--- src/rtl/md_sigdiv_iter.sv ---
// md_sigdiv_iter: iterative restoring divider for the FPU significand path.
// Produces QW quotient bits (q[QW-1] has weight 2^0) plus a sticky bit for the
// rounder. A special-case operand pair bypasses iteration and completes at once.
// Build option: define MD_SIGDIV_EARLY_EXIT_EN to finish as soon as the partial
// remainder becomes zero. Results are identical, and only the latency changes.
module md_sigdiv_iter #(
  parameter int unsigned SIG_W = 53,
  parameter int unsigned QW    = SIG_W + 2
) (
  input  logic             clk,
  input  logic             rst_n,
  input  logic             start,
  input  logic             kill,
  input  logic             special,
  input  logic [SIG_W-1:0] fa,
  input  logic [SIG_W-1:0] fb,
  output logic             ready,
  output logic             done,
  output logic [QW-1:0]    q,
  output logic             sticky,
  output logic             spec_o
);

  localparam int unsigned CNT_W = $clog2(QW + 1);
  localparam int unsigned REM_W = SIG_W + 1;

  typedef enum logic [1:0] {
    S_IDLE = 2'd0,
    S_RUN  = 2'd1,
    S_DONE = 2'd2
  } state_e;

  state_e             state_q, state_d;
  logic [CNT_W-1:0]   cnt_q, cnt_d;
  logic [REM_W-1:0]   rem_q, rem_d;
  logic [REM_W-1:0]   div_q, div_d;
  logic [QW-1:0]      q_q, q_d;
  logic               sticky_q, sticky_d;
  logic               spec_q, spec_d;
  logic               done_q, done_d;
  logic               ready_q, ready_d;

  logic [REM_W-1:0]   t_c;
  logic               bit_c;
  logic [REM_W-1:0]   rem_n_c;
  logic [REM_W-1:0]   rem_sh_c;
  logic [QW-1:0]      q_n_c;
  logic [CNT_W-1:0]   cnt_n_c;
`ifdef MD_SIGDIV_EARLY_EXIT_EN
  logic [CNT_W-1:0]   shamt_c;
`endif

  // One restoring step plus next-state and register updates.
  always_comb begin
    state_d  = state_q;
    cnt_d    = cnt_q;
    rem_d    = rem_q;
    div_d    = div_q;
    q_d      = q_q;
    sticky_d = sticky_q;
    spec_d   = spec_q;

    t_c      = rem_q - div_q;
    bit_c    = ~t_c[SIG_W];
    rem_n_c  = bit_c ? t_c : rem_q;
    // rem_n < div keeps the top bit clear, so dropping it on the shift is lossless.
    rem_sh_c = {rem_n_c[REM_W-2:0], 1'b0};
    q_n_c    = {q_q[QW-2:0], bit_c};
    cnt_n_c  = cnt_q + CNT_W'(1);
`ifdef MD_SIGDIV_EARLY_EXIT_EN
    shamt_c  = CNT_W'(QW) - cnt_n_c;
`endif

    if (kill) begin
      state_d = S_IDLE;
    end else begin
      unique case (state_q)
        S_IDLE, S_DONE: begin
          if (start) begin
            if (special) begin
              state_d  = S_DONE;
              q_d      = '0;
              sticky_d = 1'b0;
              spec_d   = 1'b1;
            end else begin
              state_d  = S_RUN;
              rem_d    = {1'b0, fa};
              div_d    = {1'b0, fb};
              q_d      = '0;
              cnt_d    = '0;
              spec_d   = 1'b0;
            end
          end else begin
            state_d = S_IDLE;
          end
        end
        S_RUN: begin
          rem_d = rem_sh_c;
          q_d   = q_n_c;
          cnt_d = cnt_n_c;
          if (cnt_n_c == CNT_W'(QW)) begin
            state_d  = S_DONE;
            sticky_d = |rem_sh_c;
          end
`ifdef MD_SIGDIV_EARLY_EXIT_EN
          else if (rem_n_c == '0) begin
            // Exact quotient: the remaining low bits would all be zero.
            state_d  = S_DONE;
            q_d      = q_n_c << shamt_c;
            sticky_d = 1'b0;
          end
`endif
        end
        default: state_d = S_IDLE;
      endcase
    end

    done_d  = (state_d == S_DONE);
    ready_d = (state_d != S_RUN);
  end

  // State and datapath registers.
  always_ff @(posedge clk or negedge rst_n) begin
    if (!rst_n) begin
      state_q  <= S_IDLE;
      cnt_q    <= '0;
      rem_q    <= '0;
      div_q    <= '0;
      q_q      <= '0;
      sticky_q <= 1'b0;
      spec_q   <= 1'b0;
      done_q   <= 1'b0;
      ready_q  <= 1'b1;
    end else begin
      state_q  <= state_d;
      cnt_q    <= cnt_d;
      rem_q    <= rem_d;
      div_q    <= div_d;
      q_q      <= q_d;
      sticky_q <= sticky_d;
      spec_q   <= spec_d;
      done_q   <= done_d;
      ready_q  <= ready_d;
    end
  end

  assign ready  = ready_q;
  assign done   = done_q;
  assign q      = q_q;
  assign sticky = sticky_q;
  assign spec_o = spec_q;

endmodule
--- config.mk ---
export PLATFORM = sky130hd
export DESIGN_NAME = md_sigdiv_iter
export DESIGN_NICKNAME = d
export VERILOG_FILES = /design/src/rtl/md_sigdiv_iter.sv
export SDC_FILE = /design/constraint.sdc
export NUM_CORES = 1
export LEC_CHECK = 0
export CAP_MARGIN = 20
export CORE_MARGIN = 2
export CORE_UTILIZATION = 55
export CTS_CLUSTER_DIAMETER = 100
export DETAILED_ROUTE_END_ITERATION = 12
export PLACE_DENSITY = 0.81
export REMOVE_ABC_BUFFERS = 1
export SKIP_LAST_GASP = 1
export SLEW_MARGIN = 25
export SYNTH_ARGS = -nofsm -noshare
export SYNTH_HDL_FRONTEND = slang
export SYNTH_SLANG_ARGS = --single-unit
--- constraint.sdc ---
create_clock -name clk -period 4.9 [get_ports clk]
set_clock_uncertainty 0.05 [all_clocks]
set_input_delay 0.98 -clock clk [delete_from_list [all_inputs] [get_ports clk]]
set_output_delay 0.98 -clock clk [all_outputs]
set_load 0.01 [all_outputs]
==> flow_summary_export.csv <==
group,metric,value,unit
cts,cts_tree,"done",
placed_design,hpwl,25.75,mm
cts,path_clk_slew,0.08,ns
routing,wl,35.21,mm
sta,period_share,0.9441,
yosys,netlist_area,11460,um^2
min_path,hold_class,"register to register",
routing,drc_errors,0,
cts,clock_sinks,174,
floorplanning,die_x,148.4,um
cts,clk_latency,0.45,ns
critical_path,crit_path_start_kind,"register",
cells_and_area,antenna_cells,0,
yosys,ys_warn_count,0,
routing,via_per_inst,6.242,
sta,finalHoldWorstSlack,0.4684,ns
yosys,synth-edff-count,0,
sta,slew_violations,0,
global_route,grt_pass1_vias,10430,
cts,ctsHoldBuffers,0,
yosys,synth_ff_type,"dfrtp_1",
critical_path,critPathMaxFanout,5,
yosys,syn_inst,1391,
critical_path,cp.buffers_inverters,3,
sta,fin_crit,4.626,ns
yosys,ys_types,79,
routing,drtPass1Iterations,6,
sta,slew_headroom,0.4026,
floorplanning,core_area,20360,um^2
placed_design,place.gp.congestion,1.012,
floorplanning,die-area,22010,um^2
critical_path,crit_path_frequent_cell,"inv_1",
critical_path,crit_path_end_kind,"register",
yosys,syn_avg_cell_area,8.241,um^2
cts,cts_inserted_buffers,17,
floorplanning,ioPinCount,170,
yosys,synth-seq-cells,174,
cells_and_area,nets,1685,
cts,cts_buffer_depth,2,
cts,post_cts_buffers,0,
sta,setup_tns,0,ns
cells_and_area,final_util,0.6868,
sta,worst_pin_slew,0.8960,ns
critical_path,path_cells,"inv_1, ha_1, inv_1, fa_1, a21oi_1, o21ai_1, a211oi_1, o21ai_0, a2111oi_1, buf_4, o211ai_1, nor4_1, nand4b_1, a2111oi_2, nand4_1, o41a_1",
run_status,run_status,"complete, no violations",
routing,vias,11240,
sta,fmax,0.2162,GHz
cells_and_area,finalNonFillerCells,1801,
placed_design,dp_cells,1769,
yosys,ys_seq_area_frac,0.3799,
critical_path,slowest_delay,0.50,ns
job,drv_cap,0,
power,p_leak,0.006008,uW
sta,setup_slack,0.2740,ns
critical_path,crit_slowest_cell,"a2111oi_1",
cts,htreeDepth,4,
routing,wl_per_cell,19.55,um
global_route,grt-ovfl-total,0,
placed_design,portBuffers,169,
placed_design,pre_cts_slack,0.1075,ns
sta,rsz0062_at_grt,"no",
cells_and_area,layout-drive-gt1-share,0.05487,
sta,setup_viol,0,
critical_path,crit_arrival,4.90,ns
cts,clockRootBuffer,"clkbuf_16",
routing,ant_nets,0,
power,powerDensity,515.9,nW/um^2
floorplanning,rows,52,
power,ir_drop,0.2739,mV
global_route,track_usage,0.3246,
sta,finalHoldViolCount,0,
routing,drt_iter0_drc,1169,
global_route,antenna_found_initial,0,
floorplanning,die_height,148.4,um
global_route,grt_max_degree,106,
critical_path,crit_type,"register to register",
global_route,grt_first_pass_wirelength,56.63,mm
critical_path,cp_top_family,"compound AO/OA/AOI/OAI gates",
cells_and_area,area_delta_synth_final,22.02,%
critical_path,cp.required,5.17,ns
yosys,async_flop_share,1.000,
floorplanning,initial_core_util,0.5629,
critical_path,r2r_slack,0.27,ns
cells_and_area,n_fill_cell,1717,
## per-layer routing
metal	up-vias	wire [um]	track usage
met3	51	2612	0.05276
met2	472	15500	0.4914
met5	-	0	0
li1	5308	-	-
met4	0	660	0.08333
met1	5410	16430	0.4868
## synthesized netlist by cell type, types with 11 or more instances
cell type,count,share of area
clkbuf_1,60,0.020
xor2_1,18,0.014
a22o_1,55,0.042
nand3_1,22,0.0096
dfrtp_1,173,0.38
a21o_1,21,0.014
mux2i_1,11,0.0096
o21ai_1,47,0.021
inv_1,71,0.023
o211ai_1,15,0.0098
a211oi_1,17,0.011
a21oi_1,129,0.056
nor3_1,24,0.010
nand4_1,25,0.014
o21ai_0,111,0.048
ha_1,55,0.060
nor2_1,95,0.031
xnor2_1,18,0.014
o31ai_1,12,0.0079
nor4_1,14,0.0076
nand2_1,209,0.068
## what timing repair did
action                                  CTS  global route
endpoints found under the hold margin     0             0
endpoints found under the setup margin    0             1
resized for setup                         0             4
## flip-flops by register name, summed over array words and instances, names as in the netlist
register	flops
q	55
rem_q	54
div_q	53
cnt_q	6
state_q	2
done	1
ready	1
spec_o	1
sticky	1
## per-stage QoR
stage / instance area [um^2] / total power (uW)
6_report: 13990 / 7216
5_1_grt: 13990 / 7685
4_1_cts: 13960 / 7126
3_5_place_dp: 13370 / 5720
3_3_place_gp: 13370 / 5686
2_1_floorplan: 11120 / 4576
## report_power, final
part / internal (uW) / switching (uW)
Combinational: 1460 / 2520
Sequential: 1660 / 184
Clock: 729 / 665
## worst paths after layout
check,from,endpoint,cells past startpoint
min,cnt_q[5],cnt_q[5],1
max,rem_q[0],sticky,16
min in group asynchronous,rst_n,q[45],1
min reg2reg,cnt_q[5],cnt_q[5],1
max in group asynchronous,rst_n,div_q[40],2
max reg2reg,rem_q[0],sticky,16
## area by class of cell
class | count | area, um^2 | area share
Clock inverter | 14 | 166.4 | 0.01190
Inverter | 71 | 266.5 | 0.01905
Timing Repair Buffer | 190 | 1888 | 0.1350
Clock buffer | 18 | 429.2 | 0.03068
Sequential cell | 174 | 4355 | 0.3114
Multi-Input combinational cell | 1064 | 6544 | 0.4678
Tap cell | 270 | 337.8 | 0.02415
## cell usage in the layout (no fill, tap or decap), types with 7 or more instances in the layout
cell,n
nand2_1,209
dfrtp_1,173
clkdlybuf4s50_1,168
a21oi_1,129
o21ai_0,111
nor2_1,93
inv_1,71
a22o_1,55
ha_1,55
o21ai_1,46
nand4_1,25
nor3_1,23
nand3_1,22
a21o_1,20
xor2_1,18
xnor2_1,18
buf_4,18
a211oi_1,17
clkbuf_16,17
o211ai_1,15
nor4_1,14
o31ai_1,12
mux2i_1,11
and3_1,9
and2_1,9
nor2b_1,9
o21bai_1,9
a31oi_1,8
nand2b_1,7
o21a_1,7
## logic make-up (layout without fill, tap and decap cells)
family                     Yosys count  count (layout)  share of synthesized area
adders and majority gates           56              56                    0.06178
and+or+nand+nor                    455             455                     0.1811
buffers and inverters              153             293                    0.05337
muxes                               15              15                    0.01353
AOI/OAI and AO/OA                  502             502                     0.2828
DFF                                174             174                     0.3799
xor gates and xnor gates            36              36                    0.02750
No activity file was read; power rests on OpenSTA's default activity.
